===== src/rtl/playfield_row_store.sv =====
// Playfield row store: one WIDTH-bit bitmap row per playfield line, CPU row
// writes, 1-cycle-latency graphics reads and an in-place line-clear engine
// that drops full rows, packs survivors toward the bottom and zero-fills the top.
// Optional feature macro: ROW_STORE_TOPOUT_EN adds the sticky top_out flag.
module playfield_row_store #(
    parameter int ROWS  = 20,
    parameter int WIDTH = 10,
    parameter int IDX_W = 5
) (
    input  logic             clk,
    input  logic             rst,
    input  logic             wr_en,
    input  logic [IDX_W-1:0] wr_index,
    input  logic [31:0]      wr_data,
    output logic             wr_drop,
    input  logic [IDX_W-1:0] rd_index,
    output logic [31:0]      rd_data,
    input  logic             clear_req,
    output logic             clear_busy,
    output logic             clear_done,
    output logic [IDX_W-1:0] lines_cleared
`ifdef ROW_STORE_TOPOUT_EN
    ,
    output logic             top_out
`endif
);

    // state   | meaning
    // IDLE    | CPU writes accepted, waiting for clear_req
    // COMPACT | scan src from bottom to top, copy non-full rows down to dst
    // FILL    | zero rows dst..0 left empty by removed lines
    // DONE    | one-cycle completion pulse, publish lines_cleared
    typedef enum logic [1:0] {IDLE, COMPACT, FILL, DONE} state_t;

    localparam logic [IDX_W-1:0] LAST = IDX_W'(ROWS - 1);

    state_t           state, next_state;
    logic [WIDTH-1:0] row_mem [ROWS];
    logic [IDX_W-1:0] src, dst, count, count_nxt;
    logic             src_full, accept_clear, wr_ok;
    logic             unused_bits;

    assign unused_bits = ^wr_data[31:WIDTH];

    assign src_full   = &row_mem[src];
    assign wr_ok      = wr_en && (state == IDLE) && !clear_req && (wr_index <= LAST);
    assign clear_busy = (state == COMPACT) || (state == FILL);
    assign clear_done = (state == DONE);

    // Next-state decode; count_nxt includes the row being judged this cycle
    always_comb begin
        next_state   = state;
        accept_clear = 1'b0;
        count_nxt    = count;
        case (state)
            IDLE: begin
                if (clear_req) begin
                    accept_clear = 1'b1;
                    next_state   = COMPACT;
                end
            end
            COMPACT: begin
                if (src_full) count_nxt = count + IDX_W'(1);
                if (src == '0) next_state = (count_nxt != '0) ? FILL : DONE;
            end
            FILL: begin
                if (dst == '0) next_state = DONE;
            end
            DONE: next_state = IDLE;
            default: next_state = IDLE;
        endcase
    end

    // State register
    always_ff @(posedge clk) begin
        if (rst) state <= IDLE;
        else     state <= next_state;
    end

    // Pointers, removed-line count and the published result
    always_ff @(posedge clk) begin
        if (rst) begin
            src           <= '0;
            dst           <= '0;
            count         <= '0;
            lines_cleared <= '0;
        end else begin
            if (accept_clear) begin
                src           <= LAST;
                dst           <= LAST;
                count         <= '0;
                lines_cleared <= '0;
            end
            if (state == COMPACT) begin
                count <= count_nxt;
                if (src != '0) src <= src - IDX_W'(1);
                if (!src_full && dst != '0) dst <= dst - IDX_W'(1);
            end
            if (state == FILL && dst != '0) dst <= dst - IDX_W'(1);
            if (next_state == DONE) lines_cleared <= count_nxt;
        end
    end

    // Row array: CPU writes in IDLE, row moves in COMPACT, zero-fill in FILL
    always_ff @(posedge clk) begin
        if (rst) begin
            for (int i = 0; i < ROWS; i++) row_mem[i] <= '0;
        end else begin
            case (state)
                IDLE:    if (wr_ok) row_mem[wr_index] <= wr_data[WIDTH-1:0];
                COMPACT: if (!src_full) row_mem[dst] <= row_mem[src];
                FILL:    row_mem[dst] <= '0;
                default: ;
            endcase
        end
    end

    // Registered read port and write-reject pulse
    always_ff @(posedge clk) begin
        if (rst) begin
            rd_data <= '0;
            wr_drop <= 1'b0;
        end else begin
            rd_data <= (rd_index <= LAST) ? {{(32-WIDTH){1'b0}}, row_mem[rd_index]} : '0;
            wr_drop <= wr_en && !wr_ok;
        end
    end

`ifdef ROW_STORE_TOPOUT_EN
    // Sticky game-over flag: anything left in the top row while idle
    always_ff @(posedge clk) begin
        if (rst)                                   top_out <= 1'b0;
        else if (state == IDLE && row_mem[0] != '0) top_out <= 1'b1;
    end
`endif

endmodule


===== config.mk =====
export PLATFORM = sky130hd
export DESIGN_NAME = playfield_row_store
export DESIGN_NICKNAME = d
export VERILOG_FILES = /design/src/rtl/playfield_row_store.sv
export SDC_FILE = /design/constraint.sdc
export NUM_CORES = 1
export LEC_CHECK = 0
export CORE_UTILIZATION = 25
export DETAILED_ROUTE_END_ITERATION = 7
export GPL_TIMING_DRIVEN = 1
export PLACE_DENSITY = 0.42
export SLEW_MARGIN = 10
export SYNTH_ARGS = -nofsm -noshare
export SYNTH_HDL_FRONTEND = slang
export SYNTH_SLANG_ARGS = --single-unit

===== constraint.sdc =====
create_clock -name clk -period 4.39 [get_ports clk]
set_clock_uncertainty 0.2 [all_clocks]
set_input_delay 0.878 -clock clk [delete_from_list [all_inputs] [get_ports clk]]
set_output_delay 0.878 -clock clk [all_outputs]
set_load 0.1 [all_outputs]

Word-level counts from Yosys, hierarchy flattened. Memory sizes are Yosys's and may differ from the RTL's. A register that Yosys moved wholly into a read port is not among the register bits. Cells that the tools add are included.

Register bits after elaboration: 45. RAM bits: 200. Logic and storage cells: 82. Memories kept: 1.

Add/subtract/negate cells: 3. $lt $le $gt $ge: 2. Equality and inequality tests: 4. Muxes and demuxes: 41. Bitwise gates (word level): 2. Reductions and logical operators: 22.

Memory list: row_mem (depth 20, width 10, rd ports 2, clocked after memory_dff 2, wr ports 20, line 38) `logic [WIDTH-1:0] row_mem [ROWS];`.

Operators by type and width (number): 5-bit two-way mux (16); 10-bit two-way mux (3); 10-bit OR reduction (2); 1-bit two-way mux (18); 5-bit nonzero test (3); 5-bit <= comparator (second input constant) (2); 5-bit logical NOT (2); 10-bit AND reduction (1); 5-bit by 1-bit subtractor with 5-bit output (second input constant) (2); 2-bit case mux with 4 select lines (1); 2-bit == test (second input constant) (3); 1-bit logical AND (6); 2-bit two-way mux (3); 5-bit by 1-bit adder with 5-bit output (second input constant) (1); 2-bit nonzero test (2); 1-bit logical NOT (3); 2-bit by 1-bit == test with 1-bit output (second input constant) (1); 2-bit logical NOT (1); 2-bit OR reduction (1); 1-bit logical OR (1); 1-bit inverter (1); 1-bit bitwise OR (1).

Depth between registers and ports, before layout.
Word-level depth: 11. Depth in mapped cells: 16. Mapped depth without buffers: 10.

Worst setup path before layout. No wires, ideal clock.

Kind: register to register. Start: reg, netlist name src[1]. End: mem row_mem[20][0] (enable). Arrival: 3.655 ns. Required time: 3.814 ns. Setup slack: 0.159 ns. Cell stages (with the launch flop): 15. Path buffers: 5. Path through: dfxtp_1 buf_6 buf_8 mux4_1 mux4_2 mux2i_1 or4_4 o31ai_4 buf_6 a211o_1 and2_1 or2_1 clkbuf_1 buf_6 nor2_1.

RTL lines (line): end: declaration (38).

==> summary.md <==
| Metric | Value |
|---|---|
| 1st-pass router iterations | `5` |
| Clock slew at reported path FFs | `approximately 0.060 ns` |
| Vias per cell | `4.91` |
| Util after Layout | `31.5%` |
| Asr flop ratio synth | `0%` |
| Synth area leader | `edfxtp_1` |
| DIE AREA | `72700 sq um` |
| Multi-input gate area | `7120 sq um` |
| Die W | `approximately 270 microns` |
| Slew Limit Fails | `0` |
| Top post-synthesis cells by area | `edfxtp_1, mux4_2, nor2_1` |
| Met1 Track Usage GR | `20.4%` |
| Crit path DAT | `4.41 ns` |
| CP required | `4.46 ns` |
| Count of final setup violators | `0` |
| Final ANT Viol Nets | `0` |
| Yosys reg bits | `353` |
| Initial core utilization | `25.4%` |
| Hold_sp | `lines_cleared[0]` |
| Crit Path Class | `reg -> reg` |
| Via count | `11484` |
| Fmax | `between 0.2 and 0.25 GHz` |
| MaxCap Viol Count | `0` |
| Met2 Use GR | `26.1%` |
| Largest net degree at the start of global routing | `53` |
| Mean Syn Cell Area | `15.0 sq um` |
| Final Hold Viols | `0` |
| Area share of the largest cell type after synthesis | `53.6%` |
| Layout fillers | `6930` |
| Initial antenna violation count | `0` |
| Fin crit share | `98.9%` |
| Site Rows | `a little under 100` |
| Worst-Margin Slew | `1.11 ns` |
| Die Ht | `between 200 and 300 microns` |
| Relative slew slack | `about 26%` |
| First-pass GRT wire length | `roughly 80000 microns` |
| Fin cells | `2341` |
| Number of synthesized flops with an enable pin | `320` |
| Core Area | `70500 sq um` |
| Status | `finished clean` |
| YS warnings | `0` |
| Post-synth top flop | `edfxtp_1` |
| Post-DP HPWL | `between 40000 and 50000 microns` |
| Post-synthesis sequential area ratio | `about 57%` |
| Hold Path Class | `reg -> reg` |
| Gr ovfl total | `0` |
| CTS buffer count | `42` |
| Hold Path Stages | `2` |
| Root Buffer Master | `clkbuf_16` |
| Cells on worst reg2reg path | `16` |
| CTS tree | `yes` |
| Share of layout cells above drive strength 1 | `33.8%` |
| Number of port buffers | `41` |
| VDD IR max | `0.219 mV` |
| Register Area | `10300 sq um` |
| Met3 usage | `2.77%` |
| Skew-Pair Late Insertion Delay | `0.58 ns` |
| Sink Count | `between 300 and 400` |
| H-tree levels | `2` |
| 1st-iter DRT viols | `940` |
| Pre-CTS WS | `-0.0505 ns` |
| Area growth syn-to-layout | `23.9%` |
| Cells after Synth | `1197` |
| DRC viols | `0` |
| Setup TNS | `0 ns` |
| Unique masters post-synth | `63` |
| Layout Nets | `1422` |
| Crit path from | `src[1]` |
| RSZ-0062 raised after global routing | `true` |
| Drt total wl | `between 50000 and 60000 microns` |
| Fin crit period | `4.34 ns` |
| Pleak | `7.41 nW` |
| Vias in the first global route | `11736` |
| Final WS setup | `roughly 0.049 ns` |
| Power density cells | `543 nW/um^2` |
| Gpl congestion | `0.796` |
| Worst r2r src | `src[1]` |
| Drt wl/cell | `about 25 microns` |
| Critical Path End Type | `flip-flop` |
| # IOs | `86` |
| Total power draw | `about 0.012 W` |
| Max Root-Sink Buffers | `3` |
| Dpl cells | `2242` |
| CP Max Fanout | `7` |
| Post-Syn Area | `17900 sq um` |
| Gr usage total | `15.6%` |
| Worst setup SP type | `flip-flop` |
| GR peak layer | `met2` |
[final timing paths]
path | to | slack [ns]
max | row_mem[5][1] | 0.05
min | lines_cleared[0] | 0.27
max reg2reg | row_mem[5][1] | 0.05
min reg2reg | lines_cleared[0] | 0.27
[synth_stat cells, types with 9 or more instances]
cell type / number
mux2i_1: 12
nor2_1: 234
ha_1: 9
nor3_1: 11
inv_1: 12
and3_1: 22
buf_2: 21
o21bai_1: 13
mux4_2: 163
a21oi_1: 19
a21o_1: 11
a22oi_1: 10
o21ai_0: 15
dfxtp_1: 33
edfxtp_1: 320
buf_4: 30
mux2_2: 13
clkbuf_1: 38
nand2_1: 64
buf_6: 12
[logic make-up (layout without fill, tap and decap cells)]
group	Yosys count	after routing	share of synthesized area, %
adder cells (fa/ha/maj)	9	9	0.629
other	1	23	0.0209
buffers and inverters	127	309	4.33
AO/OA/AOI/OAI	100	100	4.04
AND/OR/NAND/NOR	402	402	10.1
XOR/XNOR	4	4	0.196
flip-flops	353	353	57.3
multiplexers	201	201	23.3
[registers in the layout, summed over array words and instances (netlist names)]
signal / count
state: 2
lines_cleared: 5
wr_drop: 1
rd_data: 10
count: 5
row_mem: 320
src: 5
dst: 5
[placed cells by master, fill, tap and decap left out, types with 10 or more instances in the layout]
master,count
edfxtp_1,320
nor2_1,233
mux4_2,163
buf_4,126
nand2_1,64
clkbuf_16,44
clkdlybuf4s50_1,37
buf_12,35
dfxtp_1,30
and3_1,22
conb_1,22
o21ai_0,15
a21oi_1,15
buf_6,14
mux2_2,13
clkbuf_1,13
inv_1,12
nor3_1,11
a21o_1,10
a22oi_1,10
[stage by stage]
stage	area, sq um	hold WS (ns)
2_1_floorplan	18000	0.317
4_1_cts	21700	0.275
5_1_grt	22200	0.305
3_5_place_dp	20400	0.267
6_report	22200	0.268
3_3_place_gp	20400	0.260
[metal layers]
layer	routed length, microns	vias up	share of wire, %
met2	27900	365	48
li1	-	4970	-
met4	1740	2	3.0
met1	24900	6052	43
met5	67	-	0.12
met3	3450	95	5.9
[final cells by class]
class	instances	share of cell area, %
clock buffer	57	5.08
timing repair buffer	220	10.3
multi-input combinational	738	32.1
antenna	1	0.0113
tap	940	5.30
inverter	12	0.203
clock inverter	20	0.676
sequential	353	46.3
[report_power, final]
group	leakage (nW)	switching, W	internal [W]
clock	0.621	0.00143	0.00187
combinational	3.37	0.00253	0.00208
sequential	3.42	0.000172	0.00398
total	7.41	0.00413	0.00793
[critical path: stages, from the launching register on]
cell and delay, ns:
dfxtp_4 0.38, buf_12 0.15, buf_12 0.14, mux4_2 0.35, mux4_2 0.32, mux2i_4 0.10
or4_4 0.62, o31ai_4 0.31, buf_12 0.15, a21oi_4 0.06, buf_12 0.15, nor4b_4 0.24
buf_4 0.15, a31oi_4 0.04, buf_12 0.20, o21bai_4 0.26, buf_8 0.21
[repair_timing]
action | in CTS | in global routing
buffers inserted | 0 | 22
pin swaps | 0 | 8
cloned | 0 | 3
endpoints found under the setup margin | 43 | 192
resized for setup | 4 | 54
hold buffers | 0 | 0
No activity file was read; power rests on OpenSTA's default activity.
